--- config.mk ---
export PLATFORM = sky130hd
export DESIGN_NAME = adc_sample_avg_flat
export DESIGN_NICKNAME = d
export VERILOG_FILES = /design/src/rtl/adc_sample_avg_if.sv /design/src/rtl/adc_sample_avg.sv /design/src/flat_wrapper.sv
export SDC_FILE = /design/constraint.sdc
export NUM_CORES = 1
export LEC_CHECK = 0
export CORE_MARGIN = 2
export CORE_UTILIZATION = 40
export DETAILED_ROUTE_END_ITERATION = 10
export SYNTH_ARGS = -nofsm -noshare
export SYNTH_HDL_FRONTEND = slang
export SYNTH_SLANG_ARGS = --single-unit
--- constraint.sdc ---
create_clock -name clk -period 3.6 [get_ports clk]
set_clock_uncertainty 0.05 [all_clocks]
set_input_delay 0.9 -clock clk [delete_from_list [all_inputs] [get_ports clk]]
set_output_delay 0.9 -clock clk [all_outputs]
set_load 0.01 [all_outputs]
--- src/rtl/adc_sample_avg_if.sv ---
// -----------------------------------------------------------------------------
// adc_sample_avg_if
// Bundles the sample input strobe, the clear control and the averaged-output
// handshake of adc_sample_avg.
//   sample_valid / sample_data : one-cycle strobe with a signed ADC reading
//   clear                      : synchronous flush of accumulator, FIFO, flag
//   out_ready                  : consumer accepts out_data when out_valid=1
//   out_valid / out_data       : FIFO head is present / signed averaged value
//   fifo_count                 : current FIFO occupancy
//   overflow                   : sticky "average dropped on full FIFO" flag
// master = the side feeding samples and consuming averages, slave = the block.
// DATA_WIDTH and FIFO_DEPTH must match the parameters of the attached block.
// -----------------------------------------------------------------------------
interface adc_sample_avg_if #(
    parameter int DATA_WIDTH = 24,
    parameter int FIFO_DEPTH = 16
);
    logic                          sample_valid;
    logic [DATA_WIDTH-1:0]         sample_data;
    logic                          clear;
    logic                          out_ready;
    logic                          out_valid;
    logic [DATA_WIDTH-1:0]         out_data;
    logic [$clog2(FIFO_DEPTH):0]   fifo_count;
    logic                          overflow;

    modport master (
        output sample_valid, sample_data, clear, out_ready,
        input  out_valid, out_data, fifo_count, overflow
    );

    modport slave (
        input  sample_valid, sample_data, clear, out_ready,
        output out_valid, out_data, fifo_count, overflow
    );
endinterface

--- src/rtl/adc_sample_avg.sv ---
// -----------------------------------------------------------------------------
// adc_sample_avg
// Averages groups of 2^LOG2_AVG signed ADC samples (arithmetic shift, floor
// toward minus infinity) and queues the results in a first-word-fall-through
// FIFO of FIFO_DEPTH entries.
// Ports:
//   clk  : single clock, rising edge
//   rst  : asynchronous active-high reset
//   bus  : adc_sample_avg_if.slave (sample strobe, clear, output handshake,
//          fifo_count, sticky overflow)
// Parameters:
//   DATA_WIDTH : sample width (two's complement)
//   LOG2_AVG   : log2 of the group size, 0..8
//   FIFO_DEPTH : power of two, >= 2
// -----------------------------------------------------------------------------
module adc_sample_avg #(
    parameter int DATA_WIDTH = 24,
    parameter int LOG2_AVG   = 2,
    parameter int FIFO_DEPTH = 16
) (
    input  logic          clk,
    input  logic          rst,
    adc_sample_avg_if.slave bus
);
    localparam int ACC_W = DATA_WIDTH + LOG2_AVG;
    // A zero-width counter is not legal; with LOG2_AVG=0 the single bit
    // simply stays at zero and every sample is the last of its group.
    localparam int CNT_W = (LOG2_AVG > 0) ? LOG2_AVG : 1;
    localparam int PTR_W = $clog2(FIFO_DEPTH);
    localparam logic [CNT_W-1:0] CNT_LAST  = CNT_W'((1 << LOG2_AVG) - 1);
    localparam logic [PTR_W:0]   FIFO_FULL = (PTR_W+1)'(FIFO_DEPTH);

    typedef enum logic [0:0] {ST_ACCUM, ST_EMIT} state_t;

    // ------------------------------------------------------------------
    // Accumulator / group FSM
    // ------------------------------------------------------------------
    state_t                  state_reg, state_next;
    logic signed [ACC_W-1:0] acc_reg, acc_next;
    logic [CNT_W-1:0]        cnt_reg, cnt_next;
    logic [DATA_WIDTH-1:0]   result_reg, result_next;
    logic signed [ACC_W-1:0] sample_ext;
    logic signed [ACC_W-1:0] sum;
    logic                    push_req;

    // Size cast of a signed operand sign-extends; the accumulator is wide
    // enough for 2^LOG2_AVG full-scale samples so the sum never wraps.
    assign sample_ext = ACC_W'($signed(bus.sample_data));
    assign sum        = acc_reg + sample_ext;

    always_ff @(posedge clk or posedge rst) begin
        if (rst) begin
            state_reg  <= ST_ACCUM;
            acc_reg    <= '0;
            cnt_reg    <= '0;
            result_reg <= '0;
        end else begin
            state_reg  <= state_next;
            acc_reg    <= acc_next;
            cnt_reg    <= cnt_next;
            result_reg <= result_next;
        end
    end

    // EMIT lasts one cycle and only pushes result_reg. Sample handling is
    // identical in both states, so a strobe during EMIT starts the next
    // group (or, when it completes a group, immediately re-enters EMIT
    // with a new result while the old one is being pushed).
    always_comb begin
        state_next  = ST_ACCUM;
        acc_next    = acc_reg;
        cnt_next    = cnt_reg;
        result_next = result_reg;
        push_req    = (state_reg == ST_EMIT);

        if (bus.sample_valid) begin
            if (cnt_reg == CNT_LAST) begin
                result_next = DATA_WIDTH'(sum >>> LOG2_AVG);
                acc_next    = '0;
                cnt_next    = '0;
                state_next  = ST_EMIT;
            end else begin
                acc_next = sum;
                cnt_next = cnt_reg + 1'b1;
            end
        end

        // clear wins over the strobe and over any pending push
        if (bus.clear) begin
            state_next  = ST_ACCUM;
            acc_next    = '0;
            cnt_next    = '0;
            result_next = result_reg;
            push_req    = 1'b0;
        end
    end

    // ------------------------------------------------------------------
    // Output FIFO (first-word-fall-through)
    // ------------------------------------------------------------------
    logic [DATA_WIDTH-1:0] mem [FIFO_DEPTH];
    logic [PTR_W-1:0]      wr_ptr_reg, rd_ptr_reg;
    logic [PTR_W:0]        count_reg;
    logic                  overflow_reg;
    logic                  empty, full, pop, push_ok, drop;

    assign empty   = (count_reg == '0);
    assign full    = (count_reg == FIFO_FULL);
    assign pop     = !empty && bus.out_ready && !bus.clear;
    // A pop in the same cycle frees the slot, so a full FIFO still accepts.
    assign push_ok = push_req && (!full || pop);
    assign drop    = push_req && full && !pop;

    always_ff @(posedge clk or posedge rst) begin
        if (rst) begin
            wr_ptr_reg   <= '0;
            rd_ptr_reg   <= '0;
            count_reg    <= '0;
            overflow_reg <= 1'b0;
        end else if (bus.clear) begin
            wr_ptr_reg   <= '0;
            rd_ptr_reg   <= '0;
            count_reg    <= '0;
            overflow_reg <= 1'b0;
        end else begin
            if (push_ok) begin
                wr_ptr_reg <= wr_ptr_reg + 1'b1;
            end
            if (pop) begin
                rd_ptr_reg <= rd_ptr_reg + 1'b1;
            end
            case ({push_ok, pop})
                2'b10:   count_reg <= count_reg + 1'b1;
                2'b01:   count_reg <= count_reg - 1'b1;
                default: count_reg <= count_reg;
            endcase
            if (drop) begin
                overflow_reg <= 1'b1;
            end
        end
    end

    // Storage needs no reset: nothing is visible until count says so.
    // When full with a simultaneous pop, wr_ptr equals rd_ptr and the head
    // being popped is overwritten at the same edge it is consumed.
    always_ff @(posedge clk) begin
        if (push_ok) begin
            mem[wr_ptr_reg] <= result_reg;
        end
    end

    assign bus.out_valid  = !empty;
    assign bus.out_data   = empty ? '0 : mem[rd_ptr_reg];
    assign bus.fifo_count = count_reg;
    assign bus.overflow   = overflow_reg;
endmodule

--- src/flat_wrapper.sv ---
// flat-port wrapper written by rule: the top's interface ports become plain ports
module adc_sample_avg_flat 
#(
    parameter int DATA_WIDTH = 24,
    parameter int LOG2_AVG   = 2,
    parameter int FIFO_DEPTH = 16
)
  (clk, rst, bus_sample_valid, bus_sample_data, bus_clear, bus_out_ready, bus_out_valid, bus_out_data, bus_fifo_count, bus_overflow);
  adc_sample_avg_if #(.DATA_WIDTH(DATA_WIDTH), .FIFO_DEPTH(FIFO_DEPTH)) bus_i ();
  input  logic clk;
  input  logic rst;
  input wire logic [$bits(bus_i.sample_valid)-1:0] bus_sample_valid;
  input wire logic [$bits(bus_i.sample_data)-1:0] bus_sample_data;
  input wire logic [$bits(bus_i.clear)-1:0] bus_clear;
  input wire logic [$bits(bus_i.out_ready)-1:0] bus_out_ready;
  output wire logic [$bits(bus_i.out_valid)-1:0] bus_out_valid;
  output wire logic [$bits(bus_i.out_data)-1:0] bus_out_data;
  output wire logic [$bits(bus_i.fifo_count)-1:0] bus_fifo_count;
  output wire logic [$bits(bus_i.overflow)-1:0] bus_overflow;
  assign bus_i.sample_valid = bus_sample_valid;
  assign bus_i.sample_data = bus_sample_data;
  assign bus_i.clear = bus_clear;
  assign bus_i.out_ready = bus_out_ready;
  assign bus_out_valid = bus_i.out_valid;
  assign bus_out_data = bus_i.out_data;
  assign bus_fifo_count = bus_i.fifo_count;
  assign bus_overflow = bus_i.overflow;
  adc_sample_avg #(.DATA_WIDTH(DATA_WIDTH), .LOG2_AVG(LOG2_AVG), .FIFO_DEPTH(FIFO_DEPTH)) u_core (.clk(clk), .rst(rst), .bus(bus_i));
endmodule
# Word level (Yosys, flattened, before mapping)
# Memory sizes are Yosys's and may differ from the RTL's.
# Index checks and enable logic that the tools add are counted.
[word_totals] ff_bits=67 ramBits=384 in_bits=29 output_inout_bits=31 n_memories=1
[op_classes] addsub=6 n_eq_ne=4 mux=21 bitwise=1 n_reduce_logical=17
[memory_table] name="u_core.mem" words=16 word_bits=24 read_ports=1 rd_clocked_by_memory_dff=0 write_ports=1 line="adc_sample_avg.sv:101" text="logic [DATA_WIDTH-1:0] mem [FIFO_DEPTH];"
[ops] cell="$mux W26" n=3
[ops] cell="$add A26 B24 Y26" n=1
[ops] cell="$mux W24" n=1
[ops] cell="$mux W4" n=4
[ops] cell="$pmux W5 S2" n=1
[ops] cell="$add A4 B1 Y4 const B" n=2
[ops] cell="$mux W1" n=8
[ops] cell="$reduce_bool A2 Y1" n=4
[ops] cell="$mux W2" n=3
[ops] cell="$add A5 B1 Y5 const B" n=1
[ops] cell="$eq A5 B5 Y1 const B" n=1
[ops] cell="$logic_and A1 B1 Y1" n=5
[ops] cell="$logic_not A5 Y1" n=1
[ops] cell="$mux W5" n=1
[ops] cell="$sub A5 B1 Y5 const B" n=1
[ops] cell="$eq A2 B2 Y1 const B" n=2
[ops] cell="$logic_not A1 Y1" n=4
[ops] cell="$reduce_and A3 Y1" n=1
[ops] cell="$reduce_bool A3 Y1" n=1
[ops] cell="$add A2 B1 Y2 const B" n=1
[ops] cell="$eq A2 B1 Y1 const B" n=1
[ops] cell="$logic_or A1 B1 Y1" n=1
[ops] cell="$not A1 Y1" n=1

# Depth between registers and ports, before layout
# Gate-level depths: netlist of run 1.
[logic_depth] ltp_word=9 depth_mapped=12 mapped_depth_nobuf=11

# Worst setup path before layout of run 1
# No wires, ideal clock.
[synth_path] kind="input port to flip-flop" startpoint="in bus_sample_data[0]" endpoint="reg u_core.result_reg[22]" setup_time_ps=125 arrival_time_ps=2927 t_required_ps=3425 path_slack_ps=499 cell_stages=10 path_cell_list="ha_1 fa_1 a21oi_1 o21ai_0 a21boi_2 o21ai_2 a221oi_4 o21ai_1 xor2_1 mux2_2"
[synth_between] elab_chain_cells=1
[synth_lines] item="start: declaration" line="flat_wrapper.sv:13" text="input wire logic [$bits(bus_i.sample_data)-1:0] bus_sample_data;"
[synth_lines] item="$add A26 B24 Y26" line="adc_sample_avg.sv:49" text="assign sum = acc_reg + sample_ext;"
[synth_lines] item="end signal: assignment" line="adc_sample_avg.sv:61" text="result_reg <= result_next;"
[synth_lines] item="end: declaration" line="adc_sample_avg.sv:41" text="logic [DATA_WIDTH-1:0] result_reg, result_next;"
# Every way passes these cells.
# A chain may end at the register's enable or synchronous reset.

# Worst setup path in the final report of run 1
[layout_path] startpoint="reg u_core.rd_ptr_reg[0]" endpoint="out bus_out_data[5]"
[layout_between] elab_chain_cells=2
[layout_lines] item="start: declaration" line="adc_sample_avg.sv:102" text="logic [PTR_W-1:0] wr_ptr_reg, rd_ptr_reg;"
[layout_lines] item="start signal: assignment" line="adc_sample_avg.sv:130" text="rd_ptr_reg <= rd_ptr_reg + 1'b1;"
[layout_lines] item="$mem_v2 Z16 W24"
[layout_lines] item="$mux W24" line="adc_sample_avg.sv:153" text="assign bus.out_data = empty ? '0 : mem[rd_ptr_reg];"
[layout_lines] item="end: declaration" line="flat_wrapper.sv:17" text="output wire logic [$bits(bus_i.out_data)-1:0] bus_out_data;"
# Every way passes these cells.

==> out/qor.tcl, run 1 <==
set qor(outcome) {finished with violations}
set qor(violations) {negative setup slack}
set qor(antenna_violating_nets_post_route) 0
set qor(maximum_clock_frequency_mhz) 268
set qor(hold_viol) 0
set qor(postLayoutCoreUtil_pct) 48.8
set qor(grt_first_pass_wirelength_um) 62800
set qor(finalSetupViolCount) 23
set qor(placeableCoreArea_um2) 46300
set qor(worst_setup_hold_path_clk_slew_ns) 0.06
set qor(tritoncts_num_sinks) 451
set qor(syn_area_um2) 18600
set qor(initialDrtViolationCount) 692
set qor(synth_async_sr_flop_share_pct) 14.9
set qor(setup_slack_ns) -0.136
set qor(ys_dominant_reg_cell) {sky130_fd_sc_hd__edfxtp_1}
set qor(h-tree-depth) 2
set qor(final_min_period_over_clock_period_pct) 104
set qor(grt_max_degree) 48
set qor(place_hpwl_um) 22300
set qor(worst-slew-pin-transition_ns) 0.672
set qor(leading_cell_type_in_the_layout_fill_and_taps_excluded) {sky130_fd_sc_hd__edfxtp_1}
set qor(synth.top_cell.area_share_pct) 61.9
set qor(floorplan.initialDensity_pct) 40.3
set qor(hold_class) {reg2reg}
set qor(synthDistinctLibCells) 55
set qor(die_height_um) 220
set qor(worstPathArrival_ns) 2.79
set qor(worstPathRequired_ns) 2.65
set qor(worst_skew_late_latency_ns) 0.57
set qor(diodes) 0
set qor(grt.total_usage_pct) 17.6
set qor(synth_enable_flop_cells) 384
set qor(fin_hold_ws_ns) 0.454
set qor(syn2layout_area_growth_pct) 21.3
set qor(cp-end-kind) {output port}
set qor(routed_wirelength_um) 41300
set qor(syn-mean-instance-area_um2) 18.8
set qor(criticalPathCategory) {reg2out}
set qor(grt_remaining_overflow) 0
set qor(yosys_warn_count) 0
set qor(boundaryPins) 60
set qor(netlist_top_cells_area) {sky130_fd_sc_hd__edfxtp_1, sky130_fd_sc_hd__mux4_2, sky130_fd_sc_hd__dfrtp_1}
set qor(grt_setup_unrepaired) {true}
set qor(post_drt_via_cell_ratio) 5.36
set qor(pwr_density_cell_nw_per_um2) 631
set qor(slew_headroom_pct) 55.2
set qor(layout.cells.non_filler) 1782
set qor(tritoncts.num_buffers) 48
set qor(ys_seq_elements) 451
set qor(yosysTopAreaCell) {sky130_fd_sc_hd__edfxtp_1}
set qor(dr_total_vias) 9556
set qor(most-common-layout-cells) {sky130_fd_sc_hd__edfxtp_1, sky130_fd_sc_hd__mux4_2, sky130_fd_sc_hd__dfrtp_1, sky130_fd_sc_hd__nand2_1, sky130_fd_sc_hd__clkbuf_16}
set qor(timing.critical_path.fanout_max) 6
set qor(cts_tree) {yes}
set qor(mappedNetlistNets) 1055
set qor(drc) 0
set qor(die_area_um2) 48300
set qor(min_period_ns) 3.74
set qor(drtPass1Iterations) 4
set qor(port_buffers) 59
set qor(totalNegativeSetupSlack_ns) -1.41
set qor(layout.nets) 1201
set qor(start_kind) {flop}
set qor(place_inst) 1658
set qor(power.static_leakage_nw) 7.82
set qor(ctsLongestPathBuffers) 3
set qor(netlist_instances) 992
set qor(largest_reg_flops) 384
set qor(post_route_cells_drive_above_1_share_pct) 28.7
set qor(routabilityCongestion) 0.807
set qor(die_w_um) 220
set qor(first_global_vias) 10100
set qor(synth_sequential_area_ratio_pct) 70.9
set qor(report.final.slew_viol_count) 0
set qor(fin_total_pwr_mw) 14.3
set qor(row_count) 79
set qor(peakVddDrop_mv) 0.318
set qor(number_of_antenna_violations_at_the_first_check_in_global_routing) 0
set qor(cts.root.buffer_cell) {sky130_fd_sc_hd__clkbuf_16}
set qor(drv_cap) 0
set qor(post_drt_wl_per_cell_um) 23.2
-- cell usage after synthesis, types with 2 or more instances --
cell	instances
sky130_fd_sc_hd__inv_1	9
sky130_fd_sc_hd__buf_1	5
sky130_fd_sc_hd__buf_6	4
sky130_fd_sc_hd__clkbuf_1	24
sky130_fd_sc_hd__a21oi_2	2
sky130_fd_sc_hd__a21o_1	5
sky130_fd_sc_hd__mux2i_1	3
sky130_fd_sc_hd__buf_2	12
sky130_fd_sc_hd__nand2b_1	3
sky130_fd_sc_hd__o21bai_1	5
sky130_fd_sc_hd__xnor2_1	21
sky130_fd_sc_hd__and3_1	5
sky130_fd_sc_hd__nand4_1	3
sky130_fd_sc_hd__edfxtp_1	384
sky130_fd_sc_hd__or3_1	4
sky130_fd_sc_hd__o21a_1	4
sky130_fd_sc_hd__xor2_1	12
sky130_fd_sc_hd__mux4_2	120
sky130_fd_sc_hd__o211ai_1	2
sky130_fd_sc_hd__o21ai_1	3
sky130_fd_sc_hd__a22o_1	18
sky130_fd_sc_hd__or3_2	2
sky130_fd_sc_hd__ha_1	33
sky130_fd_sc_hd__nor2_1	26
sky130_fd_sc_hd__dfrtp_1	67
sky130_fd_sc_hd__mux2_2	8
sky130_fd_sc_hd__and2_1	40
sky130_fd_sc_hd__o31ai_1	3
sky130_fd_sc_hd__a31oi_1	2
sky130_fd_sc_hd__nand2_1	62
sky130_fd_sc_hd__nor2b_1	3
sky130_fd_sc_hd__o21ai_0	34
sky130_fd_sc_hd__a211oi_1	3
sky130_fd_sc_hd__a21oi_1	31
sky130_fd_sc_hd__nor3_1	3
sky130_fd_sc_hd__nand3_1	8
-- power by group --
group	switching (mW)	internal (mW)	total [mW]
logic	1.26	1.78	3.03
registers	0.391	6.09	6.48
clock network	2.00	2.75	4.74
-- timing repair --
| item | in CTS | in global routing |
|---|---|---|
| setup buffers | 28 | 7 |
| endpoints found under the setup margin | 25 | 24 |
| hold buffers | 0 | 0 |
| pin swaps | 17 | 0 |
| resized for setup | 155 | 24 |
| cloned | 10 | 0 |
-- critical path: stages (launching register included) --
cell	delay, ns
sky130_fd_sc_hd__dfrtp_4	0.51
sky130_fd_sc_hd__buf_12	0.16
sky130_fd_sc_hd__buf_12	0.15
sky130_fd_sc_hd__buf_16	0.14
sky130_fd_sc_hd__buf_6	0.12
sky130_fd_sc_hd__mux4_2	0.40
sky130_fd_sc_hd__mux4_2	0.49
sky130_fd_sc_hd__and2_4	0.15
sky130_fd_sc_hd__buf_6	0.11
-- area by class of cell --
| class | instances | area (µm²) |
|---|---|---|
| inverter | 10 | 37.5 |
| sequential | 451 | 13200 |
| tap | 607 | 759 |
| multi-input combinational | 486 | 5230 |
| timing repair buffer | 141 | 1850 |
| clock buffer | 59 | 1240 |
| clock inverter | 28 | 262 |
| fill | 3841 | 23700 |
-- routing by layer --
metal	routed length (µm)	up-vias	GRT usage, %
met4	569	0	4.14
met2	20600	239	29.3
met3	1830	42	2.43
met1	18300	5001	24.7
met5	0	-	0
li1	-	4274	-
-- per-stage QoR --
stage / worst slack (ns) / instance area (µm²)
2_1_floorplan: 0.499 / 18600
3_3_place_gp: -0.0283 / 20400
3_5_place_dp: -0.0174 / 20400
4_1_cts: -0.204 / 22600
5_1_grt: -0.218 / 22600
6_report: -0.136 / 22600
-- kinds of logic (layout without fill, tap and decap cells) --
group	after synthesis	after routing	synth area share [%]
AO/OA/AOI/OAI	119	119	4.19
buffers and inverters	55	238	1.35
AND/OR/NAND/NOR	169	169	4.52
adder cells (fa/ha/maj)	34	34	2.32
multiplexers	131	131	15.2
flip-flops	451	451	70.9
XOR/XNOR	33	33	1.55
-- path summary, 6_finish.rpt --
check                                                     startpoint                                    to  slack [ns]  cells after the start
worst min-delay path                  u_core.acc_reg[21]$_DFFE_PP0P_        u_core.acc_reg[21]$_DFFE_PP0P_        0.45                      2
worst min register to register        u_core.acc_reg[21]$_DFFE_PP0P_        u_core.acc_reg[21]$_DFFE_PP0P_        0.45                      2
min in group asynchronous                                        rst        u_core.acc_reg[19]$_DFFE_PP0P_        0.64                      2
worst max-delay path                u_core.rd_ptr_reg[0]$_DFFE_PP0P_                       bus_out_data[5]       -0.14                      8
max in group asynchronous                                        rst      u_core.rd_ptr_reg[0]$_DFFE_PP0P_        2.22                      3
worst max register to register  u_core.bus.fifo_count[0]$_DFFE_PP0P_  u_core.bus.fifo_count[4]$_DFFE_PP0P_        0.66                     11
(Power assumes the default switching activity.)
==> run 2, diff against run 1 <==
Settings changed: CTS_CLUSTER_SIZE from default to 40.
==> results of run 2 <==
Final layout, timing and power as in run 1 (identical DEF).
